[config.mk]
export PLATFORM = sky130hd
export DESIGN_NAME = irq_prio_ctrl
export DESIGN_NICKNAME = d
export VERILOG_FILES = /design/src/rtl/irq_prio_pkg.sv /design/src/rtl/prio_rot_enc.sv /design/src/rtl/irq_prio_ctrl.sv
export SDC_FILE = /design/constraint.sdc
export NUM_CORES = 1
export LEC_CHECK = 0
export CORE_ASPECT_RATIO = 0.7
export CORE_MARGIN = 5
export CORE_UTILIZATION = 25
export DETAILED_ROUTE_END_ITERATION = 6
export PLACE_DENSITY = 0.39
export SETUP_SLACK_MARGIN = 0.02
export SLEW_MARGIN = 30
export SYNTH_ARGS = -nofsm -noshare
export SYNTH_HDL_FRONTEND = slang
export SYNTH_HIERARCHICAL = 1
export SYNTH_SLANG_ARGS = --single-unit
[constraint.sdc]
create_clock -name clk -period 47.4 [get_ports clk]
set_clock_uncertainty 0.1 [all_clocks]
set_input_delay 9.48 -clock clk [delete_from_list [all_inputs] [get_ports clk]]
set_output_delay 9.48 -clock clk [all_outputs]
set_load 0.01 [all_outputs]
[src/rtl/irq_prio_pkg.sv]
// ----------------------------------------------------------------------------
// irq_prio_pkg
// Shared types and helpers for the rotating-priority interrupt controller.
//   IRQ_N_DEFAULT : default number of interrupt request lines
//   ack_state_t   : acknowledge sequencer states (IDLE, ACK1, ACK2)
//   irq_rank()    : priority rank of an ID for a given lowest-priority ID,
//                   rank 0 is the highest priority
// ----------------------------------------------------------------------------
package irq_prio_pkg;

    localparam int IRQ_N_DEFAULT = 8;

    typedef enum logic [1:0] {
        IDLE = 2'd0,
        ACK1 = 2'd1,
        ACK2 = 2'd2
    } ack_state_t;

    // rank = (id - lowest_id - 1) mod n_irq, computed without a divider.
    // The biased sum stays in 0 .. 2*n_irq-2, so one conditional subtract
    // is enough to wrap it.
    function automatic int unsigned irq_rank(input int unsigned id,
                                             input int unsigned lowest_id,
                                             input int unsigned n_irq);
        int unsigned d;
        d = id + n_irq - lowest_id - 1;
        if (d >= n_irq) begin
            d = d - n_irq;
        end
        return d;
    endfunction

endpackage

[src/rtl/prio_rot_enc.sv]
// ----------------------------------------------------------------------------
// prio_rot_enc
// Combinational rotating priority encoder: returns the set bit of req with
// the best (numerically smallest) rank relative to lowest_id.
// Ports:
//   req       in  N_IRQ  candidate request vector
//   lowest_id in  IDW    ID currently holding the lowest priority
//   found     out 1      at least one bit of req is set
//   best_id   out IDW    ID of the best-ranked set bit (0 when found=0)
// ----------------------------------------------------------------------------
module prio_rot_enc
    import irq_prio_pkg::*;
#(
    parameter int N_IRQ = IRQ_N_DEFAULT,
    parameter int IDW   = $clog2(N_IRQ)
) (
    input  logic [N_IRQ-1:0] req,
    input  logic [IDW-1:0]   lowest_id,
    output logic             found,
    output logic [IDW-1:0]   best_id
);

    always_comb begin : p_enc
        int unsigned best_rank;
        int unsigned r;
        found     = 1'b0;
        best_id   = '0;
        best_rank = 0;
        r         = 0;
        for (int k = 0; k < N_IRQ; k++) begin
            r = irq_rank(k, 32'(lowest_id), N_IRQ);
            if (req[k] && (!found || (r < best_rank))) begin
                found     = 1'b1;
                best_rank = r;
                best_id   = IDW'(k);
            end
        end
    end

endmodule

[src/rtl/irq_prio_ctrl.sv]
// ----------------------------------------------------------------------------
// irq_prio_ctrl
// 8259-style interrupt priority controller with fully nested or automatic
// rotation priority, two-pulse INTA acknowledge and specific/non-specific EOI.
//
// Build option:
//   IRQ_PRIO_EDGE_TRIG_EN  defined   -> IRR bits set on a 0->1 edge of ir
//                          undefined -> level triggered, IRR follows ir
//                                       until the request is acknowledged
//
// Ports:
//   clk          in  1      clock, rising edge
//   rst_n        in  1      asynchronous active-low reset
//   ir           in  N_IRQ  raw interrupt request lines
//   imr          in  N_IRQ  mask, 1 keeps the IRR bit out of arbitration
//   mode_ar      in  1      0 fully nested, 1 automatic rotation
//   eoi          in  1      end-of-interrupt strobe
//   eoi_specific in  1      1 clears isr[eoi_id], 0 clears best-ranked ISR bit
//   eoi_id       in  IDW    target of a specific EOI
//   inta_n       in  1      active-low acknowledge, two pulses per cycle
//   int_req      out 1      interrupt request to the CPU (registered)
//   vec_id       out IDW    acknowledged ID, valid with vec_valid
//   vec_valid    out 1      one-cycle strobe after the second INTA pulse
//   irr          out N_IRQ  interrupt request register
//   isr          out N_IRQ  in-service register
//   spurious     out 1      vec_valid carries a spurious (no winner) vector
// ----------------------------------------------------------------------------
module irq_prio_ctrl
    import irq_prio_pkg::*;
#(
    parameter int N_IRQ = IRQ_N_DEFAULT,
    parameter int IDW   = $clog2(N_IRQ)
) (
    input  logic             clk,
    input  logic             rst_n,
    input  logic [N_IRQ-1:0] ir,
    input  logic [N_IRQ-1:0] imr,
    input  logic             mode_ar,
    input  logic             eoi,
    input  logic             eoi_specific,
    input  logic [IDW-1:0]   eoi_id,
    input  logic             inta_n,
    output logic             int_req,
    output logic [IDW-1:0]   vec_id,
    output logic             vec_valid,
    output logic [N_IRQ-1:0] irr,
    output logic [N_IRQ-1:0] isr,
    output logic             spurious
);

    localparam logic [N_IRQ-1:0] ONE_HOT0  = N_IRQ'(1);
    localparam logic [IDW-1:0]   ID_LOWEST = IDW'(N_IRQ - 1);

    ack_state_t       state, state_next;
    logic [IDW-1:0]   lowest_id;
    logic             inta_q;
    logic [IDW-1:0]   ack_id;
    logic             ack_spur;

    logic             inta_fall;
    logic             ack_take;
    logic             vec_fire;

    logic             irr_found;
    logic [IDW-1:0]   win_id;
    logic             isr_found;
    logic [IDW-1:0]   isr_best;

    logic [N_IRQ-1:0] ack_set;
    logic [N_IRQ-1:0] eoi_clr;
    logic [IDW-1:0]   eoi_tgt;
    logic             eoi_hit;
    logic [N_IRQ-1:0] irr_next;
    logic             int_req_next;

    // Arbitration always looks at the registers as they stand before this
    // edge, so a coincident EOI cannot influence the acknowledge winner.
    prio_rot_enc #(.N_IRQ(N_IRQ), .IDW(IDW)) u_enc_irr (
        .req       (irr & ~imr),
        .lowest_id (lowest_id),
        .found     (irr_found),
        .best_id   (win_id)
    );

    prio_rot_enc #(.N_IRQ(N_IRQ), .IDW(IDW)) u_enc_isr (
        .req       (isr),
        .lowest_id (lowest_id),
        .found     (isr_found),
        .best_id   (isr_best)
    );

    assign inta_fall = inta_q & ~inta_n;

    // Acknowledge sequencer: next state and one-cycle action strobes
    always_comb begin
        state_next = state;
        ack_take   = 1'b0;
        vec_fire   = 1'b0;
        unique case (state)
            IDLE: begin
                if (inta_fall) begin
                    ack_take   = 1'b1;
                    state_next = ACK1;
                end
            end
            ACK1: begin
                if (inta_fall) begin
                    vec_fire   = 1'b1;
                    state_next = ACK2;
                end
            end
            ACK2: begin
                // Vector is presented during this cycle; further INTA
                // edges are ignored.
                state_next = IDLE;
            end
            default: state_next = IDLE;
        endcase
    end

    always_ff @(posedge clk or negedge rst_n) begin
        if (!rst_n) begin
            state <= IDLE;
        end else begin
            state <= state_next;
        end
    end

    assign ack_set = (ack_take && irr_found) ? (ONE_HOT0 << win_id) : '0;

    // A specific EOI on a bit that is not in service clears nothing and,
    // through eoi_hit, also leaves the rotation untouched.
    assign eoi_tgt = eoi_specific ? eoi_id : isr_best;
    assign eoi_clr = eoi ? ((ONE_HOT0 << eoi_tgt) & isr) : '0;
    assign eoi_hit = |eoi_clr;

`ifdef IRQ_PRIO_EDGE_TRIG_EN
    logic [N_IRQ-1:0] ir_q;

    always_ff @(posedge clk or negedge rst_n) begin
        if (!rst_n) begin
            ir_q <= '0;
        end else begin
            ir_q <= ir;
        end
    end

    // A fresh rising edge on the line being acknowledged re-arms it.
    assign irr_next = (irr & ~ack_set) | (ir & ~ir_q);
`else
    // Level mode: a request withdrawn before acknowledge simply disappears.
    assign irr_next = ir & ~ack_set;
`endif

    always_comb begin
        int unsigned irr_rank;
        int unsigned isr_rank;
        irr_rank     = irq_rank(32'(win_id), 32'(lowest_id), N_IRQ);
        isr_rank     = irq_rank(32'(isr_best), 32'(lowest_id), N_IRQ);
        int_req_next = irr_found && (!isr_found || (irr_rank < isr_rank));
    end

    always_ff @(posedge clk or negedge rst_n) begin
        if (!rst_n) begin
            irr       <= '0;
            isr       <= '0;
            int_req   <= 1'b0;
            lowest_id <= ID_LOWEST;
            inta_q    <= 1'b1;
            ack_id    <= '0;
            ack_spur  <= 1'b0;
            vec_id    <= '0;
            vec_valid <= 1'b0;
            spurious  <= 1'b0;
        end else begin
            irr     <= irr_next;
            isr     <= (isr & ~eoi_clr) | ack_set;
            int_req <= int_req_next;
            inta_q  <= inta_n;

            // Fully nested mode pins ID 0 as highest, which also covers
            // dropping out of rotation mode.
            if (!mode_ar) begin
                lowest_id <= ID_LOWEST;
            end else if (eoi_hit) begin
                lowest_id <= eoi_tgt;
            end

            if (ack_take) begin
                ack_id   <= irr_found ? win_id : ID_LOWEST;
                ack_spur <= ~irr_found;
            end

            vec_valid <= vec_fire;
            spurious  <= vec_fire & ack_spur;
            if (vec_fire) begin
                vec_id <= ack_id;
            end
        end
    end

endmodule

---- After elaboration in Yosys (flattened, before gate mapping) ----
Cells that the tools add are included.
storage, ports and cells
  word-level logic and storage cells ...... 201
  bits in registers ....................... 32
  output and inout port bits .............. 22
cells by class
  mux-type cells .......................... 66
  reductions and logical operators ........ 49
  eq/ne operators ......................... 4
  $add $sub $neg .......................... 32
  order comparisons ....................... 25
  bitwise gates (word level) .............. 12
  shifts and indexed selects .............. 2
operators with widths
  cell                                                  number
  two-way mux 32 bit                                    24
  less-than comparator 32 bit                           15
  >= comparator 32 x 4 -> 1 bit, second input constant  10
  subtractor 32 x 1 -> 32 bit, second input constant    8
  subtractor 32 x 4 -> 32 bit, second input constant    8
  subtractor 4 x 3 -> 5 bit, first input constant       8
  two-way mux 3 bit                                     12
  bitwise AND 8 bit                                     4
  NOT 8 bit                                             3
  two-way mux 1 bit                                     21
  logical AND 1 bit                                     16
  two-way mux 8 bit                                     2
  left shift 1 x 3 -> 8 bit, first input constant       2
  subtractor 7 x 5 -> 8 bit, second input constant      2
  logical NOT 1 bit                                     15
  logical OR 1 bit                                      15
  subtractor 6 x 2 -> 7 bit, second input constant      2
  two-way mux 2 bit                                     6
  subtractor 5 x 3 -> 6 bit                             2
  adder 3 x 4 -> 5 bit, second input constant           2
  OR 8 bit                                              1
  OR reduction 8 bit                                    1
  inequality test 2 bit, second input constant          2
  case mux 2 bit (2 select lines)                       1
  other kinds (6)                                       8

---- Longest topological paths before layout ----
  word-level depth ........................ 41
  mapped depth ............................ 81

---- Cells and area by module ----
The synthesis kept the hierarchy.
modules (own cells, without submodules)
  module                    times used  cells each  sequential area each (um2)  area each (um2)
  prio_rot_enc (u_enc_irr)  1           385         0.0                         2750.1
  prio_rot_enc (u_enc_isr)  1           380         0.0                         2740.1
  irq_prio_ctrl             1           203         805.8                       2034.5

---- Least setup slack after synthesis ----
No wires, ideal clock.
  path kind ............................... input to register
  start point ............................. input imr[0]
  end point ............................... register int_req
  setup time .............................. 0.082 ns
  slack ................................... 24.193 ns
  required time ........................... 47.218 ns
  data arrival time ....................... 23.025 ns
  cell stages on the path ................. 69
  cells stage by stage .................... nor2b_1 > buf_4 > inv_1 > o32ai_1 > nor2_1 > or2_2 > ha_1 > o21ai_0 > o21ai_1 > nor2_1 > mux2i_1 > inv_1 > ha_1 > o21a_1 > nand2_1 > or3b_4 > o21ai_4 > buf_4 > (+33 left out) > a31oi_1 > o21ai_0 > a221o_1 > inv_1 > ha_1 > inv_1 > fa_1 > xnor2_1 > nand2_1 > xnor2_1 > ha_1 > nor3b_1 > a31o_2 > ha_1 > a21o_1 > a31oi_1 > o21ai_0 > a31oi_1
on the way
  word-level cells in the longest chain between the ends .. 39
  elaborated cells between the ends (all ways) .. 61
  those cells by class .................... 4 x add/sub; 9 x order compare; 23 x mux; 2 x bitwise; 23 x reduce/logical
RTL lines
  what                                                                        RTL line                                text
  from (decl)                                                                 irq_prio_ctrl.sv:37                     input logic [N_IRQ-1:0] imr,
  NOT 8 bit (*)                                                               irq_prio_ctrl.sv:79                     .req (irr & ~imr),
  bitwise AND 8 bit (*)                                                       irq_prio_ctrl.sv:79
  two-way mux 32 bit or two-way mux 1 bit (tied branches)                     prio_rot_enc.sv:32                      if (req[k] && (!found || (r < best_rank))) begin
  less-than comparator 32 bit or logical NOT 1 bit (tied branches)            prio_rot_enc.sv:32
  logical OR 1 bit                                                            prio_rot_enc.sv:32
  logical AND 1 bit                                                           prio_rot_enc.sv:32
  two-way mux 32 bit or two-way mux 1 bit (tied branches)                     prio_rot_enc.sv:32
  less-than comparator 32 bit or logical NOT 1 bit (tied branches)            prio_rot_enc.sv:32
  (+23 left out)                                                              -
  named net win_id[0]                                                         irq_prio_ctrl.sv:65                     logic [IDW-1:0] win_id;
  (+1 left out)                                                               -
  subtractor 5 x 3 -> 6 bit (*)                                               irq_prio_pkg.sv:26                      d = id + n_irq - lowest_id - 1;
  subtractor 6 x 2 -> 7 bit (*)                                               irq_prio_pkg.sv:26
  >= comparator 32 x 4 -> 1 bit or subtractor 7 x 5 -> 8 bit (tied branches)  irq_prio_pkg.sv:27, irq_prio_pkg.sv:28
  two-way mux 32 bit (*)                                                      irq_prio_pkg.sv:27                      if (d >= n_irq) begin
  less-than comparator 32 bit (*)                                             irq_prio_ctrl.sv:160                    int_req_next = irr_found && (!isr_found || (irr_rank < isr_rank));
  logical OR 1 bit (*)                                                        irq_prio_ctrl.sv:160
  logical AND 1 bit (*)                                                       irq_prio_ctrl.sv:160
  named net int_req_next                                                      irq_prio_ctrl.sv:74                     logic int_req_next;
  to (signal assigned)                                                        irq_prio_ctrl.sv:178                    int_req <= int_req_next;
  to (decl)                                                                   irq_prio_ctrl.sv:43                     output logic int_req,
Mark *: on every way through the listed nets, which the timed path passes. The rest lies on a longest branch.
A chain may end at the register's enable or synchronous reset.

---- Final worst setup path ----
Ends and elaborated chain as after synthesis.

==> results.ini <==
[logic_synthesis]
ys_seq_elements=32
synth_mux_area_share_pct=9.11
synth-edff-count=0
async_flop_share_pct=100
synth_xor_area_share_pct=3.01
yosysUniqueCellTypes=88
synth_cells=968
synthSimpleGateAreaFrac_pct=21.2
ys.flop_type=dfrtp_1
synth_warnings=6
avgSynthCellArea_um2=7.77
synthAdderAreaFrac_pct=24.0
synth_top_area_share_pct=23.4
synth_top_cell_by_area=ha_1
synth-seq-area-share_pct=10.7
synth-compound-area-share_pct=24.8
ys_top_cells_by_area=ha_1 (23%), dfrtp_1 (9.3%), inv_1 (4.8%), o21ai_0 (4.5%), mux2_2 (4.0%)
synth_top_family_by_area=compound AO/OA/AOI/OAI gates
synth_area_mm2=0.00752

[grt]
grt.busiest_layer=met1
grt_overflow=0
grt_pass1_vias=6757
grt_max_degree=42
gr-usage-met2_pct=18.9
antenna_found_initial=2
grt_pass1_wl_um=41100
grt_use_total_pct=15.3
grt_use_met3_pct=2.28
use_met1_pct=27.1

[floorplan]
start_util_pct=25.2
num_rows=53
die_w_um=217
die_h_um=155
ios=47
core_mm2=0.0298
die_area_mm2=0.0337

[clock_tree]
cts-root-buf=clkbuf_16
path_clk_slew_ns=0.06
insertion_delay_ns=0.29
cts_resized=0
ctsHoldBuffers=0
cts.sinks=32
cts_tree=done
clk_path_buf_depth=2
cts_made_buffers=5
htree_levels=2
post_cts.repair.setup_buffers=0

[cells_and_area]
fin_nets=1175
final_cell_area_mm2=0.00857
final_core_util_pct=28.7
area_growth_pct=13.9
drive_gt1_share_pct=9.62

[worst_setup_path]
r2r_setup_slack_ns=28.87
cpPeakStageDelay_ns=0.69
cpMostUsedCell=ha_1
slowest_stage=nor2b_1
r2r-start=lowest_id[0]
endpoint_kind=flip-flop
crit_path_start_kind=input pin
worstRegToRegCells=72
crit_arrival_ns=26.02
startpoint=imr[0]
r2r_end=int_req
worst-path-max-fanout=15
worstPathRequired_ns=47.51
path_class=input pin to flip-flop
cp-endpoint=int_req

[timing]
slew_viol_final=0
worst_pin_slew_ns=0.890
post-route-min-period_ns=25.91
hold_viol=0
period_share_pct=54.7
setup_viol=0
rsz0062_at_grt=no
setup_tns_ns=0
relSlewSlack_pct=40.5
max_freq_mhz=38.6

[placed_design]
portBuffers=46
gp_congestion=0.879
dp_hpwl_um=21700
placed_cell_area_mm2=0.00839

[routing]
detailroute.via_count=7186
drcViolationCount=0
vias_per_cell=5.15
wirelength_um=26300
ant_nets=0
drt-pass1-iter-count=5
drt_iter0_drc=648
post_drt_wl_per_cell_um=18.9

[job]
cap_violations=0

[status]
run_status=finished clean

[min_path]
hp-class=flip-flop to flip-flop

critical path, delay by kind of cell:
family	cells	cell delay, ns
AOI/OAI and AO/OA	30	7.21
and+or+nand+nor	11	2.84
buffers and inverters	7	0.96
xor gates and xnor gates	2	0.57
muxes	5	1.99
adders and majority gates	11	2.97
stage by stage:
stage	instances	worst slack, ns	hold WS (ns)
final	1394	21.49	0.390
after global routing	1394	20.19	0.407
after detailed placement	1385	21.37	0.376
after global placement	1385	21.54	0.378
after CTS	1393	21.59	0.391
after floorplan	978	24.19	0.354
synthesized netlist by cell type, types with 17 or more instances:
master,number
a21o_1,21
dfrtp_1,28
nor2b_1,18
inv_1,97
nor2_1,64
a21oi_1,41
o21a_1,19
xnor2_1,23
nand2_1,76
ha_1,141
mux2i_1,28
mux2_2,27
o21ai_0,67
nand3_1,39
nand2b_1,17
layout by cell type (no fill, tap or decap), types with 17 or more instances in the layout:
master	Yosys	layout
nand3_1	39	39
o21a_1	19	19
mux2_2	27	27
xnor2_1	23	22
a21oi_1	41	41
clkdlybuf4s50_1	0	45
nand2b_1	17	17
mux2i_1	28	28
nor2_1	64	64
ha_1	141	141
a21o_1	21	21
dfrtp_1	28	28
inv_1	97	97
nand2_1	76	76
nor2b_1	18	18
o21ai_0	67	67
state kept, by name (all words and copies together) (netlist names):
name       flops
irr            8
ack_spur       1
inta_q         1
spurious       1
vec_valid      1
vec_id         3
lowest_id      3
int_req        1
isr            8
ack_id         3
state          2
final cells by class:
class,count,area (um^2)
diodes,1,2.50
clock buffers,5,125
clock inverters,3,42.5
fillers,3212,21300
inverters,98,368
multi-input cells,819,6250
flip-flops and latches,32,806
well taps,385,482
repair buffers,51,493
cell families (layout without fill, tap and decap cells):
logic type               count (synthesis)  count (layout)
multiplexers                            62              62
XOR/XNOR                                25              25
adder cells (fa/ha/maj)                143             143
AND/OR/NAND/NOR                        310             310
flip-flops                              32              32
AO/OA/AOI/OAI                          265             265
other                                    4              15
buffers and inverters                  127             157
worst min path at each step:
| stage | startpoint | to | slack [ns] | cells after the start |
|---|---|---|---|---|
| global placement | ack_id[2] | ack_id[2] | 0.38 | 1 |
| global route | ack_spur | spurious | 0.41 | 1 |
| detailed placement | ack_id[2] | ack_id[2] | 0.38 | 1 |
| finish | ack_id[2] | ack_id[2] | 0.39 | 1 |
| floorplan | ack_spur | spurious | 0.35 | 1 |
| CTS | ack_id[2] | ack_id[2] | 0.39 | 1 |
routing by layer:
layer / part of all wire, % / routed length (um)
met1: 60 / 15700
met4: 0.59 / 156
met2: 34 / 9040
met3: 5.1 / 1340
met5: 0.027 / 7
Power is not shown: default switching activity piles up to over one toggle a cycle in this logic, so the estimate is an artifact.
